## src/rtl/tdc_pkg.sv

```systemverilog
// Shared types and constants for the tapped-delay-line capture block.
package tdc_pkg;

    typedef enum logic [1:0] {
        ST_IDLE,
        ST_SETTLE,
        ST_ACCUM,
        ST_HOLD
    } tdc_state_t;

    // Cycles spent flushing the two-flop tap synchronizer before sampling.
    localparam int SETTLE_LEN = 2;

    function automatic int count_width(input int n_taps);
        return $clog2(n_taps + 1);
    endfunction

endpackage

```

## src/rtl/tdc_therm2bin.sv

```systemverilog
// Combinational thermometer-to-count decoder for synchronized delay-line taps.
// TDC_BUBBLE_FIX_EN selects the majority-filtered first-zero decoder; otherwise a popcount.
import tdc_pkg::*;

module tdc_therm2bin #(
    parameter int N_TAPS = 16,
    parameter int CW     = count_width(N_TAPS)
) (
    input  logic [N_TAPS-1:0] taps,
    output logic [CW-1:0]     count
);

`ifdef TDC_BUBBLE_FIX_EN
    // Pad below with 1 (edge always entered) and above with 0 (edge never left).
    logic [N_TAPS+1:0] ext;
    logic [N_TAPS-1:0] filt;

    assign ext = {1'b0, taps, 1'b1};

    generate
        for (genvar gi = 0; gi < N_TAPS; gi++) begin : g_maj
            assign filt[gi] = (ext[gi] & ext[gi+1]) |
                              (ext[gi] & ext[gi+2]) |
                              (ext[gi+1] & ext[gi+2]);
        end
    endgenerate

    always_comb begin
        count = CW'(N_TAPS);
        for (int i = N_TAPS - 1; i >= 0; i--) begin
            if (!filt[i]) begin
                count = CW'(i);
            end
        end
    end
`else
    always_comb begin
        count = '0;
        for (int i = 0; i < N_TAPS; i++) begin
            count = count + CW'(taps[i]);
        end
    end
`endif

endmodule

```

## src/rtl/tdc_capture.sv

```systemverilog
// Delay-line TDC capture: synchronizes taps, averages 2^LOG2_AVG decoded samples,
// and holds the result behind a valid/ready handshake. Optional macro: TDC_BUBBLE_FIX_EN.
import tdc_pkg::*;

module tdc_capture #(
    parameter int N_TAPS   = 16,
    parameter int LOG2_AVG = 4
) (
    input  logic              clk,
    input  logic              rst,
    input  logic [N_TAPS-1:0] taps,
    input  logic              start,
    output logic              busy,
    output logic              meas_valid,
    input  logic              meas_ready,
    output logic [7:0]        meas_data,
    output logic [7:0]        last_count
);

    localparam int CW        = count_width(N_TAPS);
    localparam int AW        = CW + LOG2_AVG;
    localparam int PW        = LOG2_AVG + 2;
    localparam int N_SAMPLES = 1 << LOG2_AVG;

    tdc_state_t        state_reg, state_next;
    logic [PW-1:0]     phase_reg;
    logic [N_TAPS-1:0] sync1_reg, sync2_reg;
    logic [AW-1:0]     acc_reg;
    logic [7:0]        meas_data_reg;
    logic [7:0]        last_count_reg;
    logic [CW-1:0]     count;
    logic              sampling;
    logic              finishing;

    tdc_therm2bin #(
        .N_TAPS (N_TAPS),
        .CW     (CW)
    ) u_therm2bin (
        .taps  (sync2_reg),
        .count (count)
    );

    // ACCUM samples for N_SAMPLES cycles, then spends one more cycle dividing into meas_data.
    assign sampling  = (state_reg == ST_ACCUM) && (phase_reg != PW'(N_SAMPLES));
    assign finishing = (state_reg == ST_ACCUM) && (phase_reg == PW'(N_SAMPLES));

    always_ff @(posedge clk or posedge rst) begin
        if (rst) begin
            state_reg <= ST_IDLE;
        end else begin
            state_reg <= state_next;
        end
    end

    always_comb begin
        state_next = state_reg;
        case (state_reg)
            ST_IDLE: begin
                if (start) state_next = ST_SETTLE;
            end
            ST_SETTLE: begin
                if (phase_reg == PW'(SETTLE_LEN - 1)) state_next = ST_ACCUM;
            end
            ST_ACCUM: begin
                if (finishing) state_next = ST_HOLD;
            end
            ST_HOLD: begin
                if (meas_ready) state_next = start ? ST_SETTLE : ST_IDLE;
            end
            default: state_next = ST_IDLE;
        endcase
    end

    always_ff @(posedge clk or posedge rst) begin
        if (rst) begin
            phase_reg      <= '0;
            sync1_reg      <= '0;
            sync2_reg      <= '0;
            acc_reg        <= '0;
            meas_data_reg  <= '0;
            last_count_reg <= '0;
        end else begin
            sync1_reg <= taps;
            sync2_reg <= sync1_reg;

            if (state_next != state_reg) begin
                phase_reg <= '0;
            end else begin
                phase_reg <= phase_reg + PW'(1);
            end

            if (state_next == ST_SETTLE && state_reg != ST_SETTLE) begin
                acc_reg <= '0;
            end else if (sampling) begin
                acc_reg <= acc_reg + AW'(count);
            end

            if (sampling) begin
                last_count_reg <= 8'(count);
            end

            if (finishing) begin
                meas_data_reg <= 8'(acc_reg >> LOG2_AVG);
            end
        end
    end

    assign busy       = (state_reg != ST_IDLE);
    assign meas_valid = (state_reg == ST_HOLD);
    assign meas_data  = meas_data_reg;
    assign last_count = last_count_reg;

endmodule
```

## config.mk

```make
export PLATFORM = sky130hd
export DESIGN_NAME = tdc_capture
export DESIGN_NICKNAME = d
export VERILOG_FILES = /design/src/rtl/tdc_pkg.sv /design/src/rtl/tdc_therm2bin.sv /design/src/rtl/tdc_capture.sv
export SDC_FILE = /design/constraint.sdc
export NUM_CORES = 1
export LEC_CHECK = 0
export CAP_MARGIN = 10
export CELL_PAD_IN_SITES_DETAIL_PLACEMENT = 0
export CELL_PAD_IN_SITES_GLOBAL_PLACEMENT = 1
export CORE_MARGIN = 2
export CORE_UTILIZATION = 39
export CTS_CLUSTER_DIAMETER = 40
export DETAILED_ROUTE_END_ITERATION = 10
export PLACE_DENSITY_LB_ADDON = 0.1
export SYNTH_ARGS = -nofsm -noshare
export SYNTH_HDL_FRONTEND = slang
export SYNTH_SLANG_ARGS = --single-unit
```

## constraint.sdc

```tcl
create_clock -name clk -period 4.4 [get_ports clk]
set_input_delay 0.66 -clock clk [delete_from_list [all_inputs] [get_ports clk]]
set_output_delay 0.66 -clock clk [all_outputs]
set_load 0.005 [all_outputs]
```

==> reports/metrics.yaml <==
outcome:
  status: "finished, violations left"
  violations: "setup timing"
setup_path:
  critical-path-max-stage-delay_ns: 0.54
  crit_top_cell: "fa_1"
  required_ns: 4.67
  r2r_slack_ns: -0.30
  path_cells: "ha_1 > inv_2 > fa_1 > fa_1 > fa_1 > fa_1 > fa_2 > fa_2 > inv_2 > fa_2 > a211o_1 > a211o_1 > a21oi_1"
  worstSetupStartpointType: "flop"
  cp_max_fo: 3
  critPathTopFamily: "adder cells"
  setup.worst_path.class: "flop to flop"
  crit_buf_inv: 2
  critPathCaptureType: "flop"
  cp.arrival_ns: 4.97
  cp_slowest_cell: "fa_2"
clock_network:
  clk_pin_slew_worst_paths_ns: 0.07
  cts_buffers: 9
  clock-sinks: 59
  cts-root-buf: "clkbuf_8"
  h-tree-depth: 3
  cts_hold_buf: 0
  cts_tree: "built"
  clock_latency_ns: 0.34
  cts_buffer_depth: 2
floorplanning:
  io_pins: 38
  coreArea_sq_mm: 0.00672
  die-area_sq_mm: 0.00752
  die-height_um: 86.7
  num_rows: 30
  initial_core_util_pct: 39.7
  die_w_um: 86.7
grt:
  grt.total_usage_pct: 13.5
  grt_max_degree: 31
  grt_pass1_vias: 1651
  antenna_found_initial: 0
  grt_overflow_total: 0
  grt_pass1_wl_um: 7550
sta:
  fmax_mhz: 213
  worst_slew_pin_slew_ns: 0.658
  final_max_slew_viol_count: 0
  min_period_ns: 4.70
  fin_crit_sh_pct: 107
  whs_ns: 0.345
  finalHoldViolCount: 0
  rsz0062_at_grt: "yes"
  finalClockSkew_ns: 0.0104
  postLayoutSetupSlackWorst_ns: -0.298
  setup_viol: 7
  relSlewSlack_pct: 56.1
  fin_tns_setup_ns: -1.63
detailed_routing:
  drt_iter0_drc: 70
  drcViolationCount: 0
  wl_um: 4400
  vias: 1674
  first_pass_iters: 4
  vias_per_cell: 4.60
  antenna_left: 0
  routedWlPerCell_um: 12.1
power_and_ir_drop:
  combPwrFrac_pct: 50.6
  internal_power_w: 0.00156
  switching_share_pct: 34.8
  pwr-share-seq_pct: 28.6
  p_per_area_mw_per_mm2: 669
  vdd_drop_max_uv: 260
  p_clk_share_pct: 20.8
  p_leak_nw: 1.69
  net-switching-power_w: 0.000835
final_layout:
  design_area_sq_mm: 0.00358
  nNetsFinal: 324
  drive_gt1_share_pct: 25.7
  n_antenna_cell: 0
  area_delta_synth_final_pct: 34.4
placed_design:
  port_buffers: 31
  postPlaceCellArea_sq_mm: 0.00314
  place.gp.congestion: 0.691
  hpwl_um: 2990
synthesis:
  avgSynthCellArea_sq_um: 12.2
  syn_area_sq_mm: 0.00267
  yosysSeqAreaShare_pct: 55.3
  syn-instance-count: 219
  ys_ff_latch: 59
  yosys_warnings: 0
  ys_types: 36
min_path:
  hold_path_class: "flop to flop"
run:
  drv_cap: 0
-- Yosys cell counts --
cell type	instances	area share [%]
dfrtp_1	59	55
inv_1	29	4.1
nand2_1	23	3.2
ha_1	14	6.6
nor2_1	12	1.7
fa_1	11	8.3
a21oi_1	8	1.5
o21ai_0	7	1.3
buf_4	6	1.7
mux2_2	5	2.1
nand3_1	4	0.75
xnor2_1	4	1.3
a21o_1	3	0.84
mux2i_1	3	1.1
a211o_1	2	0.66
a211oi_1	2	0.56
a21boi_0	2	0.56
and3_1	2	0.47
buf_6	2	0.84
nand2b_1	2	0.47
nor2b_1	2	0.47
nor3b_1	2	0.56
xor2_1	2	0.66
a2111o_1	1	0.42
and2_1	1	0.23
conb_1	1	0.14
nor3_4	1	0.61
nor4_2	1	0.47
o2111ai_1	1	0.33
o21a_1	1	0.28
o21ba_1	1	0.38
o21bai_4	1	0.70
o311ai_0	1	0.33
o31ai_1	1	0.28
o41ai_1	1	0.33
or3_4	1	0.42
-- metal layers --
layer  up-vias  track usage, %  part of all wire (%)
li1        821               -                     -
met1       813            18.0                    49
met2        30            19.2                    46
met3        10            4.29                   3.2
met4         0            7.67                   2.5
met5         -               0                     0
-- cells by family after synthesis --
kind of cell,Yosys count,share of synthesized area [%]
buffers and inverters,37,6.61
flip-flops,59,55.3
AO/OA/AOI/OAI,32,8.49
multiplexers,8,3.24
other,1,0.141
adder cells (fa/ha/maj),25,14.8
XOR/XNOR,6,1.97
AND/OR/NAND/NOR,51,9.38
-- final timing paths --
check                             startpoint            end  cells after the start
min in group asynchronous                rst     acc_reg[3]                      2
worst max-delay path            sync2_reg[0]     acc_reg[4]                     13
max in group asynchronous                rst  last_count[1]                      3
worst max register to register  sync2_reg[0]     acc_reg[4]                     13
worst min-delay path            sync1_reg[5]   sync2_reg[5]                      0
worst min register to register  sync1_reg[5]   sync2_reg[5]                      0
-- power by group through the flow --
stage / logic [W] / registers, W / clock network (W)
finish: 0.00121 / 0.000686 / 0.000498
global route: 0.00134 / 0.000699 / 0.000534
CTS: 0.00104 / 0.000684 / 0.000515
detailed placement: 0.000826 / 0.000692 / 0
global placement: 0.000824 / 0.000692 / 0
floorplan: 0.000560 / 0.000680 / 0
-- repair_timing --
item | CTS | global route
buffers inserted | 8 | 3
setup endpoints to repair | 7 | 8
gates resized for setup | 13 | 19
pin swaps | 14 | 12
-- final cells by class --
cell class	instances	area, sq um
clock buffer	9	124
timing repair buffer	52	483
sequential	59	1480
inverter	29	109
tap	80	100
fill	596	3130
multi-input combinational	128	1210
clock inverter	7	78.8
-- metrics by stage --
stage               power (W)  cells  util, %  setup WS [ns]
detailed placement    0.00152    338     46.7         -0.354
floorplan             0.00124    224        -         -0.171
global route          0.00257    364     53.4         -0.477
CTS                   0.00224    361     51.7         -0.335
finish                0.00240    364     53.4         -0.298
global placement      0.00152    338     46.7         -0.317
-- cells in the final DEF (no fill, tap or decap), drive strengths merged, types with 7 or more instances in the layout --
master,n
clkbuf,9
nand2,23
dfrtp,59
nor2,12
ha,14
a21oi,8
fa,11
buf,21
clkdlybuf4s50,31
o21ai,7
inv,29
-- worst register-to-register path: stages, from the launching register on --
cell and delay [ns]:
dfrtp_1 0.37, ha_1 0.29, inv_2 0.04, fa_1 0.49, fa_1 0.43, fa_1 0.52, fa_1 0.44, fa_2 0.37
fa_2 0.54, inv_2 0.05, fa_2 0.36, a211o_1 0.31, a211o_1 0.27, a21oi_1 0.14
Power figures use the tool's default switching activity.
